$ cat config.mk
export PLATFORM = sky130hd
export DESIGN_NAME = uart_tx_port
export DESIGN_NICKNAME = d
export VERILOG_FILES = /design/src/rtl/uart_tx_port.sv
export SDC_FILE = /design/constraint.sdc
export NUM_CORES = 1
export LEC_CHECK = 0
export BUFFER_PORTS_ARGS = -buffer_cell sky130_fd_sc_hd__buf_2
export CORE_MARGIN = 4
export CORE_UTILIZATION = 56
export CTS_CLUSTER_DIAMETER = 200
export DETAILED_ROUTE_END_ITERATION = 8
export PLACE_DENSITY = 0.75
export SLEW_MARGIN = 15
export SYNTH_ARGS = -nofsm -noshare
export SYNTH_HDL_FRONTEND = slang
export SYNTH_SLANG_ARGS = --single-unit
$ cat constraint.sdc
create_clock -name clk -period 3.05 [get_ports clk]
set_clock_uncertainty 0.15 [all_clocks]
set_input_delay 0.61 -clock clk [delete_from_list [all_inputs] [get_ports clk]]
set_output_delay 0.61 -clock clk [all_outputs]
set_load 0.005 [all_outputs]
$ cat src/rtl/uart_tx_port.sv
// uart_tx_port: byte FIFO feeding an 8N1 UART transmitter with a pollable status byte
// Optional feature macro: UART_TX_PARITY_EN adds an even-parity bit after the data bits.
// Ports:
//   clk      system clock, rising edge
//   reset    asynchronous active-high reset
//   wr_en    one-cycle write strobe; wr_data is pushed when the FIFO is not full
//   wr_data  byte to transmit
//   clr_ovf  clears the sticky overflow flag
//   tx       registered serial output, idle high
//   status   {4'b0, overflow, busy, empty, full}
module uart_tx_port #(
    parameter int DEPTH        = 4,
    parameter int CLKS_PER_BIT = 16
) (
    input  logic       clk,
    input  logic       reset,
    input  logic       wr_en,
    input  logic [7:0] wr_data,
    input  logic       clr_ovf,
    output logic       tx,
    output logic [7:0] status
);
    localparam int AW = $clog2(DEPTH);
    localparam int NW = $clog2(DEPTH + 1);
    localparam int CW = $clog2(CLKS_PER_BIT);
    localparam logic [NW-1:0] N_FULL = NW'(DEPTH);
    localparam logic [CW-1:0] C_LAST = CW'(CLKS_PER_BIT - 1);

`ifdef UART_TX_PARITY_EN
    typedef enum logic [2:0] {IDLE, START, DATA, PARITY, STOP} state_t;
`else
    typedef enum logic [1:0] {IDLE, START, DATA, STOP} state_t;
`endif

    logic [7:0]    mem [DEPTH];
    logic [AW-1:0] wr_ptr, rd_ptr;
    logic [NW-1:0] count;
    logic          ovf, full, empty, push, pop, last, tx_n;
    state_t        state, state_n;
    logic [CW-1:0] cnt, cnt_n;
    logic [2:0]    idx, idx_n;
    logic [7:0]    sh, sh_n;

    // full/empty come from pre-edge occupancy, so a write while full is dropped even if IDLE pops
    assign full   = count == N_FULL;
    assign empty  = count == '0;
    assign push   = wr_en && !full;
    assign last   = cnt == C_LAST;
    assign status = {4'b0, ovf, state != IDLE, empty, full};

    always_ff @(posedge clk)
        if (push) mem[wr_ptr] <= wr_data;

    always_ff @(posedge clk or posedge reset)
        if (reset) begin
            wr_ptr <= '0;
            rd_ptr <= '0;
            count  <= '0;
            ovf    <= 1'b0;
            state  <= IDLE;
            cnt    <= '0;
            idx    <= '0;
            sh     <= '0;
            tx     <= 1'b1;
        end else begin
            wr_ptr <= wr_ptr + AW'(push);
            rd_ptr <= rd_ptr + AW'(pop);
            count  <= count + NW'(push) - NW'(pop);
            ovf    <= (wr_en && full) || (ovf && !clr_ovf);
            state  <= state_n;
            cnt    <= cnt_n;
            idx    <= idx_n;
            sh     <= sh_n;
            tx     <= tx_n;
        end

    always_comb begin
        state_n = state;
        cnt_n   = last ? '0 : cnt + CW'(1);
        idx_n   = idx;
        sh_n    = sh;
        pop     = 1'b0;
        case (state)
            IDLE: begin
                cnt_n = '0;
                if (!empty) begin
                    pop     = 1'b1;
                    sh_n    = mem[rd_ptr];
                    state_n = START;
                end
            end
            START: if (last) begin
                state_n = DATA;
                idx_n   = '0;
            end
            DATA: if (last) begin
                idx_n = idx + 3'd1;
`ifdef UART_TX_PARITY_EN
                if (idx == 3'd7) state_n = PARITY;
`else
                if (idx == 3'd7) state_n = STOP;
`endif
            end
`ifdef UART_TX_PARITY_EN
            PARITY: if (last) state_n = STOP;
`endif
            STOP: if (last) state_n = IDLE;
            default: state_n = IDLE;
        endcase
        // tx is driven from the next state so the line changes on the same edge as the state
`ifdef UART_TX_PARITY_EN
        tx_n = state_n == START ? 1'b0 : state_n == DATA ? sh_n[idx_n] : state_n == PARITY ? ^sh_n : 1'b1;
`else
        tx_n = state_n == START ? 1'b0 : state_n == DATA ? sh_n[idx_n] : 1'b1;
`endif
    end
endmodule

==> reports/qor.csv <==
metric,value,unit
hold_slack,0.322,ns
routedWlPerCell,16.6,um
synthFlopType,edfxtp_1,
ys_types,42,
post-route-drc-count,0,
antenna_found_initial,0,
worst_setup_path_start_kind,flip-flop,
grt_max_degree,27,
synth-async-reset-ratio,44.8,%
ys_seq_area_share,60.9,%
die_w,76.8,um
ys.warnings.count,0,
port_buffers,16,
worst_slack,0.306,ns
clk_path_buf_depth,2,
final_nets,233,
crit_chain,ha_1 -> and3_1 -> inv_2 -> ha_1 -> nand2b_1 -> a31oi_4 -> mux2i_1 -> a221oi_1 -> a211oi_2 -> nor3_1,
drive_gt1_share,23.1,%
ir_worst_vdd,0.000429,V
grt_pass1_wl,7260,um
p_per_area,654,nW/um^2
viasPerCell,5.56,
coreArea,4470,sq um
io_pins,21,
tns,0,ns
fin_util,64.7,%
fp.dieH,76.8,um
cpPeakStageDelay,0.40,ns
finalSetupViolCount,0,
row_count,24,
drtAntennaViolNets,0,
drt_iter0_markers,72,
grt_overflow,0,
cts.sinks,58,
worstHoldPathCells,2,
syn_area,2650,sq um
layout_common_cells,"edfxtp_1, dfrtp_1, nand2_1, buf_2, ha_1",
avgSynthCellArea,14.2,sq um
r2r_end,tx$_DFF_PP1_,
syn_inst,186,
whs_endpoint,ovf$_DFF_PP0_,
cap_violations,0,
cts_hold_buffers,0,
gp_congestion,0.808,
path_clk_slew,0.07,ns
crit_arrival,2.84,ns
worst_skew_pair.late_latency,0.33,ns
r2r_cells,10,
worstHoldPathType,input port to flip-flop,
initial_core_util,59.2,%
slew_headroom,34.9,%
required,3.15,ns
grt_pass1_vias,1576,
power,1.89,mW
min-delay-start,clr_ovf,
worstMarginPinSlew,0.975,ns
dr.pass1.iters,4,
diodes,0,
totalWireLength,4400,um
max_clock_freq,364,MHz
regToRegSetupSlack,0.31,ns
period_needed,2.74,ns
cts-root-buf,clkbuf_8,
outcome,finished clean,
place_hpwl,3140,um
dieArea,5890,sq um
cts_resized,0,
reg2reg_from,cnt[0]$_DFF_PP0_,
fill_cells,318,
cp_slowest_cell,dfrtp_1,
cts-buffers-inserted,9,
finalMaxSlewViolations,0,
via_count,1469,
synth-edff-count,32,
period_share,90.0,%
dp_slack,0.353,ns
final_common_cell,edfxtp_1,
worstSetupEndpointType,flip-flop,
syn_to_final_growth,9.40,%
ys_seq_elements,58,
cp_max_fo,8,
path_delay_family,compound AO/OA/AOI/OAI gates,
cp.buffers_inverters,1,
worstSetupPathType,flip-flop to flip-flop,
cts_setup_buffers,0,
cts_tree,yes,
grt.total_usage,16.4,%
crit_top_cell,ha_1,
rsz0062_at_grt,no,
leakage,1.22,nW
finalHoldViolations,0,
h-tree-depth,3,
[where the power goes]
part | switching [mW] | leakage, nW | internal, mW | total (mW)
Combinational | 0.150 | 0.534 | 0.117 | 0.267
Sequential | 0.0711 | 0.607 | 0.976 | 1.05
Clock | 0.294 | 0.0795 | 0.287 | 0.581
[cells by family after synthesis]
| logic type | after synthesis | synth area share [%] |
|---|---|---|
| buffers and inverters | 25 | 5.15 |
| other | 1 | 0.142 |
| AND/OR/NAND/NOR | 48 | 8.88 |
| multiplexers | 16 | 10.4 |
| XOR/XNOR | 5 | 1.65 |
| AO/OA/AOI/OAI | 19 | 5.96 |
| flip-flops | 58 | 60.9 |
| adder cells (fa/ha/maj) | 14 | 6.90 |
[routing by layer]
metal	vias up	part of all wire (%)	GRT usage [%]
li1	705	-	-
met1	724	42	18.4
met2	30	52	28.4
met3	10	3.3	3.63
met4	0	2.2	9.96
met5	-	0	0
[cells in the mapped netlist, types with 4 or more instances]
master | count | area [sq um]
inv_1 | 12 | 45.0
edfxtp_1 | 32 | 961
nor2_1 | 7 | 26.3
dfrtp_1 | 25 | 626
buf_4 | 7 | 52.6
mux4_2 | 9 | 203
nand2_1 | 22 | 82.6
nand2b_1 | 4 | 25.0
mux2i_1 | 5 | 50.1
ha_1 | 13 | 163
[final cells by class]
type | count | area, sq um | share of cell area (%)
multi-input combinational | 106 | 910 | 31.4
timing repair buffer | 18 | 95.1 | 3.28
clock buffer | 10 | 128 | 4.41
clock inverter | 6 | 33.8 | 1.17
sequential | 58 | 1610 | 55.7
tap | 52 | 65.1 | 2.25
inverter | 14 | 52.6 | 1.81
[registers in the layout, summed over array words and instances (netlist names)]
register and cells:
sh 8, idx 3, mem 32, ovf 1
state 2, count 3, cnt 4, wr_ptr 2
rd_ptr 2, tx 1
[stage by stage]
step           cell area (sq um)  cells
5_1_grt                     2900    264
6_report                    2900    264
3_3_place_gp                2740    248
2_1_floorplan               2660    189
3_5_place_dp                2740    248
4_1_cts                     2900    264
[worst max-delay path by stage]
stage / cells after the start / endpoint / slack, ns / from
3_3_place_gp: 10 / tx$_DFF_PP1_ / 0.49 / cnt[0]$_DFF_PP0_
4_1_cts: 10 / tx$_DFF_PP1_ / 0.32 / cnt[0]$_DFF_PP0_
2_1_floorplan: 12 / count[2]$_DFF_PP0_ / 0.56 / state[0]$_DFF_PP0_
5_1_grt: 10 / tx$_DFF_PP1_ / 0.16 / cnt[0]$_DFF_PP0_
3_5_place_dp: 10 / tx$_DFF_PP1_ / 0.35 / cnt[0]$_DFF_PP0_
6_report: 10 / tx$_DFF_PP1_ / 0.31 / cnt[0]$_DFF_PP0_
No activity file was read; power rests on OpenSTA's default activity.
